## src/rtl/core_config.sv

```systemverilog
// Shared core configuration: cache geometry, AXI encodings and the write-back master state type.
package core_config;
  localparam int DCACHELINE_WIDTH = 128;

  localparam logic [1:0] AXI_BURST_INCR = 2'b01;
  localparam logic [1:0] AXI_RESP_OKAY  = 2'b00;

  typedef enum logic [1:0] {IDLE, BURST, RESP} wb_state_t;
endpackage

```

## src/rtl/dcache_axi_wb_master.sv

```systemverilog
// Drains one dcache write-back line per transaction as a single AXI4 INCR write burst.
// The line is latched on acceptance so the FIFO head may change underneath without affecting the burst.
module dcache_axi_wb_master
  import core_config::*;
#(
  parameter int          LINE_W = DCACHELINE_WIDTH,
  parameter int          DATA_W = 32,
  parameter int          ADDR_W = 32,
  parameter logic [3:0]  AXI_ID = 4'd1
) (
  input  logic                clk,
  input  logic                rst,
  input  logic                wen_i,
  input  logic [LINE_W-1:0]   wdata_i,
  input  logic [ADDR_W-1:0]   awaddr_i,
  output logic                req_accept_o,
  output logic                bvalid_o,
  output logic                bresp_err_o,
  output logic                awvalid_o,
  input  logic                awready_i,
  output logic [ADDR_W-1:0]   awaddr_o,
  output logic [3:0]          awid_o,
  output logic [7:0]          awlen_o,
  output logic [2:0]          awsize_o,
  output logic [1:0]          awburst_o,
  output logic                wvalid_o,
  input  logic                wready_i,
  output logic [DATA_W-1:0]   wdata_o,
  output logic [DATA_W/8-1:0] wstrb_o,
  output logic                wlast_o,
  input  logic                bvalid_i,
  output logic                bready_o,
  input  logic [1:0]          bresp_i
);

  localparam int                BEATS     = LINE_W / DATA_W;
  localparam int                CNT_W     = (BEATS > 1) ? $clog2(BEATS) : 1;
  localparam logic [CNT_W-1:0]  LAST_BEAT = CNT_W'(BEATS - 1);
  localparam logic [ADDR_W-1:0] LINE_MASK = ADDR_W'(LINE_W / 8 - 1);

  wb_state_t           state_q, state_d;
  logic [CNT_W-1:0]    cnt_q, cnt_d;
  logic                aw_done_q, aw_done_d;
  logic [LINE_W-1:0]   line_q, line_d;
  logic [ADDR_W-1:0]   addr_q, addr_d;
  logic                accept_q, accept_d;
  logic                bpulse_q, bpulse_d;
  logic                err_q, err_d;
  logic                awvalid_q, awvalid_d;
  logic                wvalid_q, wvalid_d;
  logic                bready_q, bready_d;

  logic aw_hs, w_hs, last_hs;

  assign aw_hs   = awvalid_q & awready_i;
  assign w_hs    = wvalid_q & wready_i;
  assign last_hs = w_hs && (cnt_q == LAST_BEAT);

  always_comb begin
    state_d   = state_q;
    cnt_d     = cnt_q;
    aw_done_d = aw_done_q;
    line_d    = line_q;
    addr_d    = addr_q;
    accept_d  = 1'b0;
    bpulse_d  = 1'b0;
    err_d     = err_q;
    awvalid_d = awvalid_q;
    wvalid_d  = wvalid_q;
    bready_d  = bready_q;
    unique case (state_q)
      IDLE: begin
        // The done-pulse cycle still shows the old FIFO head, so it must not be re-accepted.
        if (wen_i && !bpulse_q) begin
          state_d   = BURST;
          line_d    = wdata_i;
          addr_d    = awaddr_i & ~LINE_MASK;
          accept_d  = 1'b1;
          awvalid_d = 1'b1;
          wvalid_d  = 1'b1;
          cnt_d     = '0;
          aw_done_d = 1'b0;
        end
      end
      BURST: begin
        if (aw_hs) begin
          awvalid_d = 1'b0;
          aw_done_d = 1'b1;
        end
        if (w_hs) begin
          if (last_hs) wvalid_d = 1'b0;
          else         cnt_d    = cnt_q + CNT_W'(1);
        end
        // wvalid_q low inside BURST means every beat has already been taken.
        if ((aw_done_q || aw_hs) && (!wvalid_q || last_hs)) begin
          state_d  = RESP;
          bready_d = 1'b1;
          cnt_d    = '0;
        end
      end
      RESP: begin
        if (bvalid_i && bready_q) begin
          state_d   = IDLE;
          bready_d  = 1'b0;
          bpulse_d  = 1'b1;
          aw_done_d = 1'b0;
          if (bresp_i != AXI_RESP_OKAY) err_d = 1'b1;
        end
      end
      default: state_d = IDLE;
    endcase
  end

  always_ff @(posedge clk or negedge rst) begin
    if (!rst) begin
      state_q   <= IDLE;
      cnt_q     <= '0;
      aw_done_q <= 1'b0;
      line_q    <= '0;
      addr_q    <= '0;
      accept_q  <= 1'b0;
      bpulse_q  <= 1'b0;
      err_q     <= 1'b0;
      awvalid_q <= 1'b0;
      wvalid_q  <= 1'b0;
      bready_q  <= 1'b0;
    end else begin
      state_q   <= state_d;
      cnt_q     <= cnt_d;
      aw_done_q <= aw_done_d;
      line_q    <= line_d;
      addr_q    <= addr_d;
      accept_q  <= accept_d;
      bpulse_q  <= bpulse_d;
      err_q     <= err_d;
      awvalid_q <= awvalid_d;
      wvalid_q  <= wvalid_d;
      bready_q  <= bready_d;
    end
  end

  assign req_accept_o = accept_q;
  assign bvalid_o     = bpulse_q;
  assign bresp_err_o  = err_q;
  assign awvalid_o    = awvalid_q;
  assign awaddr_o     = addr_q;
  assign awid_o       = AXI_ID;
  assign awlen_o      = 8'(BEATS - 1);
  assign awsize_o     = 3'($clog2(DATA_W / 8));
  assign awburst_o    = AXI_BURST_INCR;
  assign wvalid_o     = wvalid_q;
  assign wdata_o      = line_q[DATA_W*int'(cnt_q) +: DATA_W];
  assign wstrb_o      = '1;
  assign wlast_o      = wvalid_q && (cnt_q == LAST_BEAT);
  assign bready_o     = bready_q;

endmodule
```

## config.mk

```make
export PLATFORM = sky130hd
export DESIGN_NAME = dcache_axi_wb_master
export DESIGN_NICKNAME = d
export VERILOG_FILES = /design/src/rtl/core_config.sv /design/src/rtl/dcache_axi_wb_master.sv
export SDC_FILE = /design/constraint.sdc
export NUM_CORES = 1
export LEC_CHECK = 0
export BUFFER_PORTS_ARGS = -buffer_cell sky130_fd_sc_hd__buf_2
export CORE_UTILIZATION = 45
export CTS_CLUSTER_DIAMETER = 150
export DETAILED_ROUTE_END_ITERATION = 8
export GPL_TIMING_DRIVEN = 0
export HOLD_SLACK_MARGIN = 0.15
export PLACE_DENSITY = 0.78
export SLEW_MARGIN = 10
export SYNTH_ARGS = -nofsm -noshare
export SYNTH_HDL_FRONTEND = slang
export SYNTH_SLANG_ARGS = --single-unit
```

## constraint.sdc

```tcl
create_clock -name clk -period 2.1 [get_ports clk]
set_input_delay 0.42 -clock clk [delete_from_list [all_inputs] [get_ports clk]]
set_output_delay 0.42 -clock clk [all_outputs]
set_load 0.01 [all_outputs]
```

==> results.py <==
metrics = {
    "pwr": {
        "ir_drop_v": 0.000881,
        "cellPowerDensity_nw_per_um2": 1560,
        "power.leakage_nw": 5.38,
        "power_w": 0.0153,
    },
    "grt": {
        "grt_max_degree": 96,
        "grt_pass1_vias": 6110,
        "grt_usage_pct": 25.0,
        "grt-ovfl-total": 0,
        "grt_pass1_wl_mm": 31.1,
        "grt_antenna_before_repair": 1,
    },
    "die": {
        "start_util_pct": 46.2,
        "row_count": 46,
        "fp.dieH_um": 130,
        "num_io_pins": 260,
        "fp.dieW_um": 130,
        "coreArea_um2": 15900,
        "die-area_um2": 16900,
    },
    "logic_synthesis": {
        "synth.distinct_cells": 30,
        "ys.flop_type": "dfrtp_1",
        "synth-seq-area-share_pct": 56.8,
        "synth_area_um2": 7360,
        "synth_seq_cells": 167,
        "synth-edff-count": 0,
        "synth.avg_cell_area_um2": 9.51,
        "synthesis.instances": 774,
        "yosys_warnings": 0,
        "synthArstFlopShare_pct": 100,
    },
    "setup_path": {
        "cp-end-kind": "output pin",
        "r2r-end": "line_q[3]",
        "crit_path_max_fanout": 10,
        "crit_buf_inv": 3,
        "critPathSlowestCell": "mux4_2",
        "worst-endpoint-arrival_ps": 1810,
        "critPathLaunchType": "flop",
        "max_stage_delay_ps": 540,
        "r2r_cells": 6,
        "rr_startpoint": "state_q[0]",
        "crit_top_cell": "buf_6",
        "crit_family": "multiplexers",
        "rrSetupSlack_ps": 190,
        "path_class": "flop to output pin",
        "crit_chain": "buf_6 > buf_12 > mux4_2 > buf_6",
        "worstPathRequired_ps": 1680,
    },
    "clock_network": {
        "clock_latency_ps": 430,
        "cts_tree": "built",
        "numClockSinks": 167,
        "clk_pin_slew_worst_paths_ps": 60,
        "cts_root_buf": "clkbuf_16",
        "numCtsBuffers": 17,
        "htreeDepth": 4,
        "clk_path_buf_depth": 2,
    },
    "layout": {
        "nFillCells": 1385,
        "drive_gt1_share_pct": 33.7,
        "fin_area_um2": 9770,
        "layout_commonest_cell": "nand2_1",
        "multi_input_area_um2": 2780,
        "num_antenna_cells": 0,
        "area_delta_synth_final_pct": 32.8,
        "nNetsFinal": 1221,
        "ff_latch_area_um2": 4180,
        "final_cell_mix": "474 x nand2_1, 219 x buf_2, 166 x dfrtp_1",
    },
    "worst_hold_path": {
        "min_path_type": "primary input to flop",
        "hp-start": "wdata_i[64]",
        "holdPathStages": 3,
        "hold_end": "line_q[64]",
    },
    "detailed_routing": {
        "first_iter_violations": 250,
        "wl_per_cell_um": 16.0,
        "drc": 0,
        "routed_wl_mm": 20.5,
        "drtPass1Iterations": 6,
        "dr_total_vias": 6136,
        "ant_nets": 0,
        "viasPerCell": 4.80,
    },
    "timing": {
        "hold_viol": 0,
        "tightest_slew_ps": 623,
        "final_max_slew_viol_count": 0,
        "rsz0062_at_grt": "yes",
        "period_share_pct": 106,
        "setup_tns_ps": -3240,
        "clock.fmax_mhz": 448,
        "period_needed_ps": 2230,
        "whs_ps": 177,
        "skew_ps": 16.1,
        "finalWorstSetupSlack_ps": -133,
        "setup_violations": 32,
        "slew_headroom_pct": 58.5,
    },
    "flow_run": {
        "maxCapViolCount": 0,
    },
    "outcome": {
        "status": "finished, violations left",
        "violations": "setup timing",
    },
    "place": {
        "postPlaceCellArea_um2": 8910,
        "hpwl_mm": 14.1,
        "gp_congestion": 0.813,
        "port_buffers": 230,
    },
}
tightest hold or removal path: stages:
cell and delay [ps]:
buf_2 70, nand2_1 40, nand2_1 40
flip-flops by register name, indices dropped and copies added, names as in the netlist:
register,flops
aw_done_q,1
awaddr_o,28
awvalid_o,1
bready_o,1
bresp_err_o,1
bvalid_o,1
cnt_q,2
line_q,128
req_accept_o,1
state_q,2
wvalid_o,1
layout make-up:
cell class                      instances  share of cell area, %
Sequential cell                       167                   42.8
Multi-Input combinational cell        557                   28.4
Timing Repair Buffer                  237                   14.5
Buffer                                 67                   5.56
Clock buffer                           22                   4.75
Tap cell                              216                   2.76
Clock inverter                          8                   1.02
Inverter                                5                  0.205
logic make-up after synthesis:
kind of cell / count (synthesis) / synth area share [%]
mux: 33 / 9.93
fa+ha+maj: 1 / 0.170
compound gates: 13 / 1.22
flops: 167 / 56.8
buf+inv: 73 / 6.68
other cells: 2 / 0.102
simple gates: 485 / 25.1
where the power goes:
group          internal, W  leakage (nW)  total, W  switching (W)
logic              0.00325          3.06   0.00662        0.00337
clock network      0.00180         0.264   0.00303        0.00124
registers          0.00475          2.06   0.00560       0.000846
what timing repair did:
item | in CTS | in global routing
setup endpoints to repair | 32 | 32
hold buffers | 1 | 0
buffers inserted | 3 | 1
hold endpoints to repair | 72 | 0
cloned | 0 | 1
resized for setup | 35 | 18
pin swaps | 0 | 0
per-stage QoR:
stage | std cells | util, % | worst slack (ps)
after floorplan | 797 | - | 291
after global placement | 1243 | 55.6 | -1990
after detailed placement | 1244 | 55.9 | -165
after CTS | 1277 | 60.5 | -115
after global routing | 1279 | 61.3 | -187
final | 1279 | 61.3 | -133
worst max-delay path by stage:
stage	startpoint	end	slack, ps	cells past startpoint
6_report	cnt_q[0]	wdata_o[9]	-130	4
3_5_place_dp	cnt_q[1]	wdata_o[17]	-170	4
2_1_floorplan	cnt_q[0]	wdata_o[10]	290	3
5_1_grt	cnt_q[0]	wdata_o[9]	-190	4
4_1_cts	cnt_q[0]	wdata_o[17]	-110	4
3_3_place_gp	rst	line_q[107]	-1990	1
metal layers:
metal	wire (um)	global-route usage [%]	share of wire, %	vias up
met5	13	0	0.063	-
met4	238	7.93	1.2	2
met3	1350	6.56	6.6	22
met2	10600	43.2	52	218
met1	8310	30.7	41	2955
li1	-	-	-	2939
cells in the mapped netlist (all sizes together), types with 2 or more instances:
master	instances	share of area, %
conb	2	0.10
nand4b	2	0.24
nor2b	2	0.17
nand2	474	24
inv	4	0.20
nor2	3	0.15
buf	58	5.9
mux4	32	9.8
clkbuf	10	0.51
o21ai	3	0.20
dfrtp	167	57
nand2b	2	0.17
(Power assumes the default switching activity.)
